===== config.mk =====
export PLATFORM = sky130hd
export DESIGN_NAME = redmule_mx_arbiter
export DESIGN_NICKNAME = d
export VERILOG_FILES = /design/src/rtl/redmule_mx_pkg.sv /design/src/rtl/redmule_mx_rr_arb2.sv /design/src/rtl/redmule_mx_arbiter.sv
export SDC_FILE = /design/constraint.sdc
export NUM_CORES = 1
export LEC_CHECK = 0
export CAP_MARGIN = 10
export CORE_AREA = 10 10 547 549
export DETAILED_ROUTE_END_ITERATION = 6
export DIE_AREA = 0 0 557 559
export PLACE_DENSITY = 0.3
export SYNTH_ARGS = -nofsm -noshare
export SYNTH_HDL_FRONTEND = slang
export SYNTH_SLANG_ARGS = --single-unit

===== constraint.sdc =====
create_clock -name clk_i -period 2.4 [get_ports clk_i]
set_input_delay 0.48 -clock clk_i [delete_from_list [all_inputs] [get_ports clk_i]]
set_output_delay 0.48 -clock clk_i [all_outputs]
set_load 0.02 [all_outputs]

===== src/rtl/redmule_mx_pkg.sv =====
// Shared types and sizing helpers for the RedMulE MX decoder arbiter.
package redmule_mx_pkg;

  // Arbiter FSM states.
  typedef enum logic [1:0] {
    IDLE  = 2'd0,
    ISSUE = 2'd1,
    DRAIN = 2'd2
  } mx_arb_state_e;

  // Requester identity: X uses a scalar exponent, W uses per-group exponents.
  typedef enum logic {
    REQ_X = 1'b0,
    REQ_W = 1'b1
  } mx_req_e;

  // Number of FP16 output beats produced per MX value block.
  function automatic int unsigned mx_num_groups(input int unsigned data_w,
                                                input int unsigned num_lanes);
    return data_w / 8 / num_lanes;
  endfunction

  // Beat counter width; never narrower than one bit.
  function automatic int unsigned mx_cnt_w(input int unsigned num_groups);
    return (num_groups > 1) ? $clog2(num_groups) : 1;
  endfunction

endpackage


===== src/rtl/redmule_mx_rr_arb2.sv =====
// Two-way round-robin picker: bit 0 is X, bit 1 is W. On a tie the
// requester that was not served last wins; a single request always wins.
module redmule_mx_rr_arb2
  import redmule_mx_pkg::*;
(
  input  logic [1:0] i_req,
  input  mx_req_e    i_last,
  output logic [1:0] o_grant
);

  // Pick one requester, alternating on ties based on who was served last.
  always_comb begin
    o_grant = 2'b00;
    if (i_req == 2'b11) begin
      o_grant = (i_last == REQ_X) ? 2'b10 : 2'b01;
    end else begin
      o_grant = i_req;
    end
  end

endmodule


===== src/rtl/redmule_mx_arbiter.sv =====
// Shares one MX decoder between the X stream (scalar exponent) and the
// W stream (per-group exponents). Grants round-robin, issues the granted
// block with the matching exponent mode, then holds the grant until all
// NUM_GROUPS FP16 beats have drained back to the owner.
// Optional feature macro: REDMULE_MX_ARB_PERF_EN enables the 32-bit
// accepted-issue counters on x_grants_o / w_grants_o.
module redmule_mx_arbiter
  import redmule_mx_pkg::*;
#(
  parameter int unsigned DATA_W       = 256,
  parameter int unsigned BITW         = 16,
  parameter int unsigned NUM_LANES    = 1,
  parameter int unsigned MX_EXP_WIDTH = (DATA_W / 8 / NUM_LANES) * 8
) (
  input  logic                      clk_i,
  input  logic                      rst_i,
  input  logic                      x_valid_i,
  output logic                      x_ready_o,
  input  logic [DATA_W-1:0]         x_val_i,
  input  logic [7:0]                x_exp_i,
  input  logic                      w_valid_i,
  output logic                      w_ready_o,
  input  logic [DATA_W-1:0]         w_val_i,
  input  logic [MX_EXP_WIDTH-1:0]   w_exp_i,
  output logic                      dec_val_valid_o,
  output logic                      dec_exp_valid_o,
  input  logic                      dec_val_ready_i,
  input  logic                      dec_exp_ready_i,
  output logic [DATA_W-1:0]         dec_val_o,
  output logic [MX_EXP_WIDTH-1:0]   dec_exp_o,
  output logic                      dec_vector_exp_o,
  input  logic                      dec_fp16_valid_i,
  output logic                      dec_fp16_ready_o,
  input  logic [NUM_LANES*BITW-1:0] dec_fp16_i,
  output logic                      x_fp16_valid_o,
  input  logic                      x_fp16_ready_i,
  output logic [NUM_LANES*BITW-1:0] x_fp16_o,
  output logic                      w_fp16_valid_o,
  input  logic                      w_fp16_ready_i,
  output logic [NUM_LANES*BITW-1:0] w_fp16_o,
  output logic [31:0]               x_grants_o,
  output logic [31:0]               w_grants_o
);

  localparam int unsigned NUM_GROUPS = mx_num_groups(DATA_W, NUM_LANES);
  localparam int unsigned CNT_W      = mx_cnt_w(NUM_GROUPS);
  localparam logic [CNT_W-1:0] LAST_BEAT = CNT_W'(NUM_GROUPS - 1);

  mx_arb_state_e    r_state;
  mx_req_e          r_owner;
  mx_req_e          r_last;
  logic [CNT_W-1:0] r_beatCnt;

  mx_arb_state_e    w_stateNext;
  mx_req_e          w_ownerNext;
  mx_req_e          w_lastNext;
  logic [CNT_W-1:0] w_beatCntNext;
  logic [1:0]       w_grant;
  logic             w_issueHs;
  logic             w_beatHs;

  redmule_mx_rr_arb2 u_rr_arb2 (
    .i_req   ({w_valid_i, x_valid_i}),
    .i_last  (r_last),
    .o_grant (w_grant)
  );

  // State register; reset leaves last = W so X wins the first tie.
  always_ff @(posedge clk_i) begin
    if (rst_i) begin
      r_state   <= IDLE;
      r_owner   <= REQ_X;
      r_last    <= REQ_W;
      r_beatCnt <= '0;
    end else begin
      r_state   <= w_stateNext;
      r_owner   <= w_ownerNext;
      r_last    <= w_lastNext;
      r_beatCnt <= w_beatCntNext;
    end
  end

  // Next-state and output muxing; every output is zero outside its active state.
  always_comb begin
    w_stateNext      = r_state;
    w_ownerNext      = r_owner;
    w_lastNext       = r_last;
    w_beatCntNext    = r_beatCnt;
    w_issueHs        = 1'b0;
    w_beatHs         = 1'b0;
    x_ready_o        = 1'b0;
    w_ready_o        = 1'b0;
    dec_val_valid_o  = 1'b0;
    dec_exp_valid_o  = 1'b0;
    dec_val_o        = '0;
    dec_exp_o        = '0;
    dec_vector_exp_o = 1'b0;
    dec_fp16_ready_o = 1'b0;
    x_fp16_valid_o   = 1'b0;
    x_fp16_o         = '0;
    w_fp16_valid_o   = 1'b0;
    w_fp16_o         = '0;

    case (r_state)
      IDLE: begin
        if (|w_grant) begin
          w_ownerNext = w_grant[1] ? REQ_W : REQ_X;
          w_stateNext = ISSUE;
        end
      end

      ISSUE: begin
        dec_val_valid_o = 1'b1;
        dec_exp_valid_o = 1'b1;
        w_issueHs       = dec_val_ready_i & dec_exp_ready_i;
        if (r_owner == REQ_X) begin
          dec_val_o        = x_val_i;
          dec_exp_o        = MX_EXP_WIDTH'(x_exp_i);
          dec_vector_exp_o = 1'b0;
          x_ready_o        = w_issueHs;
        end else begin
          dec_val_o        = w_val_i;
          dec_exp_o        = w_exp_i;
          dec_vector_exp_o = 1'b1;
          w_ready_o        = w_issueHs;
        end
        if (w_issueHs) begin
          w_stateNext   = DRAIN;
          w_beatCntNext = '0;
        end
      end

      DRAIN: begin
        if (r_owner == REQ_X) begin
          x_fp16_o         = dec_fp16_i;
          x_fp16_valid_o   = dec_fp16_valid_i;
          dec_fp16_ready_o = x_fp16_ready_i;
          w_beatHs         = dec_fp16_valid_i & x_fp16_ready_i;
        end else begin
          w_fp16_o         = dec_fp16_i;
          w_fp16_valid_o   = dec_fp16_valid_i;
          dec_fp16_ready_o = w_fp16_ready_i;
          w_beatHs         = dec_fp16_valid_i & w_fp16_ready_i;
        end
        if (w_beatHs) begin
          if (r_beatCnt == LAST_BEAT) begin
            w_stateNext   = IDLE;
            w_beatCntNext = '0;
            w_lastNext    = r_owner;
          end else begin
            w_beatCntNext = r_beatCnt + 1'b1;
          end
        end
      end

      default: begin
        w_stateNext = IDLE;
      end
    endcase
  end

`ifdef REDMULE_MX_ARB_PERF_EN
  logic [31:0] r_xGrants;
  logic [31:0] r_wGrants;

  // Count accepted issues per requester; counters wrap naturally at 2^32.
  always_ff @(posedge clk_i) begin
    if (rst_i) begin
      r_xGrants <= '0;
      r_wGrants <= '0;
    end else begin
      if (w_issueHs && (r_owner == REQ_X)) begin
        r_xGrants <= r_xGrants + 32'd1;
      end
      if (w_issueHs && (r_owner == REQ_W)) begin
        r_wGrants <= r_wGrants + 32'd1;
      end
    end
  end

  assign x_grants_o = r_xGrants;
  assign w_grants_o = r_wGrants;
`else
  assign x_grants_o = '0;
  assign w_grants_o = '0;
`endif

endmodule

==> flow_metrics.py <==
metrics = {
    "routing": {
        "vias": 15900,
        "route.antenna.remaining_nets": 0,
        "detail_route.wirelength_mm": 257,
        "drt_pre_antenna_iters": 5,
        "wl_per_cell_um": 40.7,
        "route.detailed.vias_per_inst": 2.52,
        "detailedRoute.firstIterationViolations": 1106,
        "post-route-drc-count": 0,
    },
    "floorplan": {
        "die_height_um": 559,
        "floorplan_die_area_mm2": 0.311,
        "die_width_um": 557,
        "design.core.area_mm2": 0.288,
        "start_util": 0.0239,
        "io_pins": 1417,
        "std_cell_rows": 197,
    },
    "power": {
        "ir_drop_uv": 167,
        "leakage_dissipation_nw": 12.1,
        "cell_area_power_density_mw_per_mm2": 226,
    },
    "layout": {
        "layout.filler_cells": 33200,
        "post_route_cells_drive_above_1_share": 0.280,
        "finalNetCount": 3261,
        "finalInstanceArea_mm2": 0.0303,
        "layout_stage_area_growth_over_the_synthesis_result_pct": 340,
        "layout.cells.non_filler": 6312,
    },
    "placement": {
        "dp.final_hpwl_mm": 242,
        "placed_instances": 6205,
        "globalplace.congestion": 0.898,
        "post_dp_cell_area_mm2": 0.0288,
        "port_buffers": 1352,
    },
    "synthesis": {
        "ys_types": 34,
        "synthTopCellsByArea": "sky130_fd_sc_hd__mux2i_1, sky130_fd_sc_hd__and3_1, sky130_fd_sc_hd__nor2_1",
        "yosys_register_bits": 9,
        "synth-edff-count": 0,
        "yosys.area.top_type_share": 0.387,
        "synth-async-reset-ratio": 0,
        "postSynth.topFlopCell": "sky130_fd_sc_hd__dfxtp_1",
        "count_of_synthesis_stage_warnings_from_yosys": 0,
        "synth_area_per_cell_um2": 6.54,
        "post-synth-top-area-cell": "sky130_fd_sc_hd__mux2i_1",
        "synth.cell_area_mm2": 0.00688,
        "synth_seq_area_share": 0.0262,
        "yosys.cell_count.top_type": "sky130_fd_sc_hd__nor2_1",
        "syn_inst": 1053,
        "synth_commonest_cells": "sky130_fd_sc_hd__nor2_1, sky130_fd_sc_hd__and3_1, sky130_fd_sc_hd__mux2i_1, sky130_fd_sc_hd__clkbuf_1, sky130_fd_sc_hd__buf_4",
    },
    "timing": {
        "hold_viol": 0,
        "worst_clock_skew_ns": 0.00179,
        "post-route-period-util": 1.01,
        "report.final.setup_viol": 5,
        "max_clock_freq_mhz": 412,
        "min_period_ns": 2.42,
        "rsz_0062_raised_after_global_routing": "yes",
        "post-route-worst-setup-slack_ns": -0.0244,
        "final-max-slew-violation-count": 0,
        "tns_ns": -0.0814,
        "post_route_worst_hold_slack_ns": 0.454,
    },
    "grt": {
        "grt.overflow.total": 0,
        "global_route.usage.total": 0.154,
        "first_global_vias": 15400,
        "grt_max_degree": 70,
        "antenna_violations_before_repair": 403,
        "global_route_wire_length_before_repair_mm": 289,
    },
    "outcome": {
        "violated_checks": "negative setup slack",
        "status": "finished with violations",
    },
    "clocking": {
        "cts_max_level": 1,
        "root_buf_cell": "sky130_fd_sc_hd__clkbuf_16",
        "number_of_clock_sinks": 9,
        "clk_latency_ns": 0.24,
        "cts_tree": "yes",
        "cts_buffers": 3,
        "clk_path_buf_depth": 2,
        "cts.reportedPaths.clkPinSlew_ns": 0.04,
        "cts_hold_repair.buffers": 0,
    },
    "flow_run": {
        "timing.max_cap.violations": 0,
    },
    "worst_setup_path": {
        "worstPathArrival_ns": 1.94,
        "cp_max_fo": 8,
        "timing.critical_path.from_type": "flip-flop",
        "criticalPathCategory": "reg -> out",
        "cp.required_ns": 1.92,
        "timing.critical_path.to_type": "output pin",
    },
    "worst_hold_path": {
        "timing.hold.worst.class": "reg -> reg",
    },
}
-- final cells by class --
cell class	instances	area, um^2	share of cell area
Sequential cell	9	185	0.00612
Timing Repair Buffer	1523	18500	0.611
Antenna cell	74	185	0.00612
Multi-Input combinational cell	919	6580	0.217
Inverter	2	15.0	0.000496
Clock buffer	4	78.8	0.00260
Tap cell	3781	4730	0.156
-- per-layer routing --
layer | track usage | vias up | part of all wire | wire, um
met4 | 0.0101 | 328 | 0.015 | 3970
met1 | 0.148 | 7059 | 0.33 | 86000
met2 | 0.265 | 1461 | 0.47 | 120000
met5 | 0 | - | 0.0082 | 2090
li1 | - | 6424 | - | -
met3 | 0.128 | 612 | 0.17 | 44800
-- flip-flops by register name, indices dropped and copies added (netlist names) --
register   flops
r_last         1
r_state        2
r_owner        1
r_beatCnt      5
-- critical path, stage by stage, from the launching register on --
cell and delay, ns:
sky130_fd_sc_hd__dfxtp_4 0.40, sky130_fd_sc_hd__buf_12 0.21, sky130_fd_sc_hd__buf_12 0.16, sky130_fd_sc_hd__buf_16 0.15, sky130_fd_sc_hd__buf_12 0.16, sky130_fd_sc_hd__mux2i_4 0.30
sky130_fd_sc_hd__nor2_2 0.08, sky130_fd_sc_hd__buf_12 0.15
-- power by group --
part | switching, mW | leakage (nW) | internal [mW]
Sequential | 0.00636 | 0.0742 | 0.154
Clock | 0.0758 | 0.0386 | 0.222
Combinational | 3.19 | 12.0 | 3.19
-- cells by family after synthesis --
kind of cell / after synthesis / share of synthesized area
adders and majority gates: 2 / 0.00364
AOI/OAI and AO/OA: 13 / 0.0135
DFF: 9 / 0.0262
other: 1 / 0.000545
and+or+nand+nor: 574 / 0.425
buffers and inverters: 188 / 0.144
muxes: 266 / 0.387
-- metrics by stage --
stage | power [mW] | utilization | setup slack, ns
floorplan | 1.85 | - | 0.342
global placement | 6.35 | 0.100 | -0.358
detailed placement | 6.33 | 0.100 | -0.341
CTS | 6.79 | 0.102 | -0.125
global route | 7.12 | 0.105 | -0.0814
finish | 6.84 | 0.105 | -0.0244
-- cell usage in the layout, fill, tap and decap left out, drive strengths merged, types with 2 or more instances in the layout --
cell type      count
a41o               2
and2              18
and3             267
buf              550
clkbuf            10
clkdlybuf4s50    790
conb              64
dfxtp              9
diode             74
dlygate4sd2      164
dlymetal6s2s      12
ha                 2
inv                2
mux2i            266
nand2              5
nand2b             2
nand3              2
nor2             269
nor2b              2
nor3b              4
o21ai              4
o31ai              2
-- final timing paths --
path	from	slack (ns)	cells after the start	endpoint
setup reg to reg	r_beatCnt[0]$_SDFFE_PP0P_	0.18	7	r_beatCnt[2]$_SDFFE_PP0P_
setup / recovery	r_owner$_SDFFE_PP0P_	-0.02	7	dec_val_o[223]
hold reg to reg	r_beatCnt[3]$_SDFFE_PP0P_	0.45	1	r_beatCnt[3]$_SDFFE_PP0P_
hold / removal	r_beatCnt[3]$_SDFFE_PP0P_	0.45	1	r_beatCnt[3]$_SDFFE_PP0P_
-- repair_timing --
item,in CTS,in global routing
pin swaps,0,0
endpoints found under the setup margin,308,142
gates cloned,4,6
resized for setup,297,117
setup buffers,2,18
No activity file was read; power rests on OpenSTA's default activity.
